**config.mk**
```make
export PLATFORM = sky130hd
export DESIGN_NAME = counter_sched
export DESIGN_NICKNAME = d
export VERILOG_FILES = /design/src/rtl/counter_sched.sv
export SDC_FILE = /design/constraint.sdc
export NUM_CORES = 1
export LEC_CHECK = 0
export CELL_PAD_IN_SITES_DETAIL_PLACEMENT = 0
export CELL_PAD_IN_SITES_GLOBAL_PLACEMENT = 1
export CORE_MARGIN = 2
export CORE_UTILIZATION = 49
export CTS_CLUSTER_DIAMETER = 50
export DETAILED_ROUTE_END_ITERATION = 10
export DONT_BUFFER_PORTS = 1
export GPL_ROUTABILITY_DRIVEN = 0
export HOLD_SLACK_MARGIN = 0.15
export PLACE_DENSITY_LB_ADDON = 0.1
export SLEW_MARGIN = 20
export SYNTH_ARGS = -nofsm -noshare
export SYNTH_HDL_FRONTEND = slang
export SYNTH_SLANG_ARGS = --single-unit
```
**constraint.sdc**
```tcl
create_clock -name clk -period 4.6 [get_ports clk]
set_input_delay 0.92 -clock clk [delete_from_list [all_inputs] [get_ports clk]]
set_output_delay 0.92 -clock clk [all_outputs]
set_load 0.03 [all_outputs]
```
**src/rtl/counter_sched.sv**
```systemverilog
// rtl/counter_sched.sv - round-robin scheduler sharing one down-counter among N one-shot timers (option: COUNTER_SCHED_ABORT_EN)
module counter_sched #(
    parameter int N = 4,
    parameter int W = 8
) (
    input  logic           clk,
    input  logic           rst,
    input  logic [N-1:0]   req,
    input  logic [N*W-1:0] delay,
    output logic [N-1:0]   grant,
    output logic [N-1:0]   done,
    output logic           busy,
    output logic [W-1:0]   count
);

    localparam int LW = (N > 1) ? $clog2(N) : 1;

    typedef enum logic [1:0] {
        IDLE = 2'd0,
        RUN  = 2'd1,
        DONE = 2'd2
    } state_t;

    state_t         state;
    state_t         state_nxt;
    logic [LW-1:0]  last;
    logic [LW-1:0]  last_nxt;
    logic [LW-1:0]  sel;
    logic           found;
    logic [N-1:0]   sel_onehot;
    logic [W-1:0]   sel_delay;
    logic [N-1:0]   grant_nxt;
    logic [W-1:0]   count_nxt;

    // Round-robin search: first set req bit starting just after the last owner
    always_comb begin
        found = 1'b0;
        sel   = '0;
        for (int k = 1; k <= N; k++) begin
            if (!found && req[LW'((int'(last) + k) % N)]) begin
                found = 1'b1;
                sel   = LW'((int'(last) + k) % N);
            end
        end
    end

    // Decode the winner into a one-hot grant and pick out its delay slice
    always_comb begin
        sel_onehot = '0;
        sel_delay  = '0;
        for (int i = 0; i < N; i++) begin
            if (LW'(i) == sel) begin
                sel_onehot[i] = 1'b1;
                sel_delay     = delay[i*W +: W];
            end
        end
    end

    // Next-state logic: IDLE arbitrates, RUN counts down to zero, DONE releases
    always_comb begin
        state_nxt = state;
        grant_nxt = grant;
        count_nxt = count;
        last_nxt  = last;
        case (state)
            IDLE: begin
                if (found) begin
                    state_nxt = RUN;
                    grant_nxt = sel_onehot;
                    count_nxt = sel_delay;
                    last_nxt  = sel;
                end
            end
            RUN: begin
`ifdef COUNTER_SCHED_ABORT_EN
                // Owner withdrew its request: drop the job silently
                if (!(|(req & grant))) begin
                    state_nxt = IDLE;
                    grant_nxt = '0;
                    count_nxt = '0;
                end else
`endif
                if (count == '0) begin
                    state_nxt = DONE;
                end else begin
                    count_nxt = count - 1'b1;
                end
            end
            DONE: begin
                state_nxt = IDLE;
                grant_nxt = '0;
                count_nxt = '0;
            end
            default: begin
                state_nxt = IDLE;
                grant_nxt = '0;
                count_nxt = '0;
            end
        endcase
    end

    // State, owner, counter and round-robin pointer registers
    always_ff @(posedge clk or negedge rst) begin
        if (!rst) begin
            state <= IDLE;
            grant <= '0;
            count <= '0;
            last  <= LW'(N - 1);
        end else begin
            state <= state_nxt;
            grant <= grant_nxt;
            count <= count_nxt;
            last  <= last_nxt;
        end
    end

    assign busy = (state != IDLE);
    assign done = (state == DONE) ? grant : '0;

endmodule

```
# Yosys cells after proc, flatten, opt, wreduce, memory -nomap -nowiden
# Cells that the tools add are included.
dict set report op_classes {
  addsub 5
  magnitude_cmp 4
  eq_ne 8
  n_mux 37
  reduce_logical 14
  bitwise 1
}
# op n
set op_table {}
lappend op_table {{$mux 8} 6}
lappend op_table {{$lt 2x4->1 const B} 4}
lappend op_table {{$mux 1} 16}
lappend op_table {{$pmux 8 s2} 1}
lappend op_table {{$mux 2} 6}
lappend op_table {{$bmux 1 s2} 4}
lappend op_table {{$logic_not 8->1} 1}
lappend op_table {{$mux 4} 2}
lappend op_table {{$pmux 4 s2} 1}
lappend op_table {{$reduce_and 2->1} 4}
lappend op_table {{$sub 8x1->8 const B} 1}
lappend op_table {{$ne 2x2->1 const B} 3}
lappend op_table {{$add 2x1->2 const B} 2}
lappend op_table {{$add 2x2->2 const B} 2}
lappend op_table {{$eq 2x2->1 const A} 2}
lappend op_table {{$logic_not 2->1} 2}
lappend op_table {{$pmux 2 s2} 1}
lappend op_table {{$logic_and 1x1->1} 3}
lappend op_table {{$logic_not 1->1} 3}
lappend op_table {{$eq 1x2->1 const A} 1}
lappend op_table {{$eq 2x1->1 const B} 1}
lappend op_table {{$eq 2x2->1 const B} 1}
lappend op_table {{$reduce_bool 2->1} 1}
lappend op_table {{$not 1->1} 1}
dict set report word_totals {
  register_bits 16
  word_cells 73
  output_inout_bits 17
}

# Longest topological paths before layout
dict set report logic_depth {
  word_depth 21
  ltp_mapped 7
}

# Least setup slack after synthesis
# Ideal clock, no wire load.
dict set report synth_path {
  kind {register -> output}
  start {register state[1]}
  end {output done[0]}
  path_slack_ns 2.552
  stages_incl_launch_ff 4
  arrival_ns 1.128
  n_path_buf 1
  cell_sequence {dfrtp_1 clkbuf_1 nor2b_1 and2_1}
}
dict set report synth_via {
  elab_chain_len 2
}
# element line
set synth_lines {}
lappend synth_lines {{start: declaration} 24} ;# state_t state;
lappend synth_lines {{start signal: assignment} 110} ;# state <= state_nxt;
lappend synth_lines {{$eq 2x2->1} 118} ;# assign done = (state == DONE) ? grant : '0;
lappend synth_lines {{$mux 4} 118}
lappend synth_lines {{end: declaration} 11} ;# output logic [N-1:0] done,
# No other way between the ends.

# Worst setup path in the final report
dict set report layout_path {
  start {register state[1]}
  end {output done[2]}
}
# Same word-level chain as after synthesis.

==> results_tabular.tex <==
\begin{tabular}{lr}
\hline
Metric & Value \\
\hline
\multicolumn{2}{l}{\textbf{Run status}} \\
Result of the run & finished clean \\
\multicolumn{2}{l}{\textbf{Clocking}} \\
Clk sink count & 16 \\
CTS H-Tree Depth & 1 \\
Clk\_lat worst skew & around 0.28 ns \\
Post CTS Setup Buffer Count & 0 \\
Count of hold-fix buffers inserted at cts & 0 \\
Max Root-Sink Buffers & 2 \\
Clock-pin slew on the worst setup and hold paths & approximately 0.09 ns \\
Root Driver & clkbuf\_4 \\
CTS resizes & 0 \\
CTS tree & done \\
Number of buffers created by CTS & 3 \\
\multicolumn{2}{l}{\textbf{Floorplan}} \\
Effective utilization at floorplan & approximately half \\
Core box area & about 2700 µm² \\
Die Wd & approximately 57 µm \\
Die Ht & approximately 57 µm \\
Std-Cell Rows & 19 \\
Area enclosed by the die boundary & between 3000 and 4000 µm² \\
I/O pin cnt & 55 \\
\multicolumn{2}{l}{\textbf{STA}} \\
Unrepaired setup endpoints after global routing & false \\
Fin. Hold Viols & 0 \\
Headroom to the max-slew limit & between 40\% and 50\% \\
Tcrit/Tclk final & about 52\% \\
Transition at the pin with the smallest max-transition slack & between 0.7 and 0.8 ns \\
Fin crit period & 2.41 ns \\
Final setup skew & 0.00229 ns \\
Worst Hold Slack & 0.322 ns \\
Post-Route Setup TNS & 0 ns \\
Setup violators final & 0 \\
Max-slew violation count & 0 \\
Final setup margin & 2.19 ns \\
Highest Clock Rate & 414 MHz \\
\multicolumn{2}{l}{\textbf{Synth}} \\
Post-synthesis cell count & around 160 \\
Number of enable-type register cells in the synthesized netlist & 0 \\
Top\_reg\_cell synth & dfrtp\_1 \\
Netlist Area Pre-Place & 1380 µm² \\
Synth Net Count & about 200 \\
Post-Synthesis Mean Instance Area & roughly 9 µm² \\
Share of the synthesized area in the top cell type & $\sim$25\% \\
Number of warnings printed during yosys synthesis & 0 \\
Cell type contributing the most total cell area after synthesis & dfrtp\_1 \\
Synth cell types & 62 \\
Top post-synthesis cells by area & dfrtp\_1 (25\%), o221ai\_1 (5.1\%), nor2\_1 (4.6\%), nand2\_1 (4.1\%), dfstp\_2 (3.8\%) \\
Synth Register Bits & 16 \\
Share of synthesized area occupied by flip-flops and latches & 29.1\% \\
Async S/R FF share, synth & 100\% \\
\multicolumn{2}{l}{\textbf{Worst setup path}} \\
Critical path peak fanout & 12 \\
Worst Setup End Kind & output port \\
Data required, critical path & between 3 and 4 ns \\
Category of the most critical setup path & reg -> out \\
Worst Setup Start Kind & flop \\
Data arrival time of the critical path & about 1.5 ns \\
\multicolumn{2}{l}{\textbf{Placed design}} \\
HPWL after DPL & 2670 µm \\
Port Buffer Count & 0 \\
Instance area after placement & around 1400 µm² \\
Total instance count after detailed placement & 180 \\
Worst setup timing slack at the placement stage & around 2.3 ns \\
\multicolumn{2}{l}{\textbf{Cells and area}} \\
Fin util & between 50\% and 60\% \\
Most common cell after layout, fill and taps aside & nor2\_1 \\
Proportion of layout cells with a drive suffix above 1 & 13.7\% \\
Most frequent cells in the layout & nor2\_1 (17), nand2\_1 (15), dfrtp\_1 (14), o221ai\_1 (8), o21ai\_1 (8) \\
Number of inserted diodes & 0 \\
Number of nets at the end of the flow & around 190 \\
Number of non-filler instances in the completed layout & roughly 180 \\
Post-synthesis to final-layout area growth & -0.0901\% \\
Design area & $\sim$1400 µm² \\
\multicolumn{2}{l}{\textbf{Global routing}} \\
Largest net degree at the start of global routing & 17 \\
Via count of the first global-routing pass & around 1200 \\
Global-route usage over all layers & approximately 22\% \\
Antenna violations before repair & 0 \\
Grt total ovfl & 0 \\
First-pass GRT wire length & $\sim$5500 µm \\
\multicolumn{2}{l}{\textbf{Route}} \\
Routed length per placed instance & between 15 and 20 µm \\
Overall routed net length & approximately 3400 µm \\
Iteration count of the initial detailed-routing pass & 4 \\
Number of remaining DRC errors & 0 \\
DRT iter0 DRCs & 46 \\
Routed via count & around 1200 \\
Vias per cell & between 6 and 7 \\
Final ANT Viol Nets & 0 \\
\multicolumn{2}{l}{\textbf{Power and ir drop}} \\
Power density cells & around 650 nW/µm² \\
LEAKAGE & between 0.5 and 0.6 nW \\
Worst voltage drop across the vdd grid & about 0.00034 V \\
PnR Total Power & between 800 and 900 µW \\
\multicolumn{2}{l}{\textbf{Min path}} \\
Type of the worst min-delay path & in -> async \\
\multicolumn{2}{l}{\textbf{Run}} \\
Number of maximum-capacitance violations & 0 \\
\hline
\end{tabular}
## critical path, cell delays in order, from the launching register on
cell	delay, ns
dfrtp_1	0.59
nor2b_1	0.28
and2_1	0.34
## Yosys cell counts (all sizes together), types with 2 or more instances
library cell  count
a21o              2
nand2b            3
a21oi             7
dfrtp            14
o21ai            14
nor2b             3
o22ai             6
inv               7
buf               6
nand2            15
nor3              4
a221oi            4
o211a             2
nand3             2
o211ai            3
nor2             18
clkbuf            2
dfstp             2
o221ai            8
and2              5
or2               2
## sequential cells by signal (all words and copies together), names as in the netlist
name   flops
count      8
grant      4
last       2
state      2
## report_power, final
group | total, mW | internal (mW) | switching [mW]
combinational | 0.408 | 0.187 | 0.221
clock | 0.0769 | 0.0336 | 0.0433
sequential | 0.415 | 0.208 | 0.206
total | 0.900 | 0.429 | 0.471
## final timing paths
check                           endpoint  depth (start not counted)     start  slack (ns)
worst max-delay path             done[2]                          2  state[1]        2.19
worst min-delay path            count[5]                          0       rst        0.32
worst max register to register  count[7]                          4  state[1]        2.40
worst min register to register   last[0]                          2   last[0]        0.68
max in group asynchronous        last[1]                          0       rst        4.11
min in group clk                 last[0]                          2   last[0]        0.68
## area by class of cell
type,count,area [µm²]
Inverter,7,26.3
Multi-Input combinational cell,126,888
Tap cell,31,38.8
Clock buffer,4,26.3
Sequential cell,16,403
Fill cell,267,1330
## kinds of logic (layout without fill, tap and decap cells)
kind of cell	after synthesis	after routing	synth area share, %
AOI/OAI and AO/OA	61	61	36.6
adders and majority gates	1	1	0.904
buffers and inverters	15	11	6.69
DFF	16	16	29.1
muxes	2	2	1.54
and+or+nand+nor	62	62	25.1
## routing by layer
layer	part of all wire [%]	GRT usage, %	up-vias
met4	1.1	5.98	0
met5	0	0	-
met2	50	37.3	45
li1	-	-	591
met1	42	27.0	587
met3	7.6	4.99	4
Note: power is estimated with default switching activity, not from simulation.
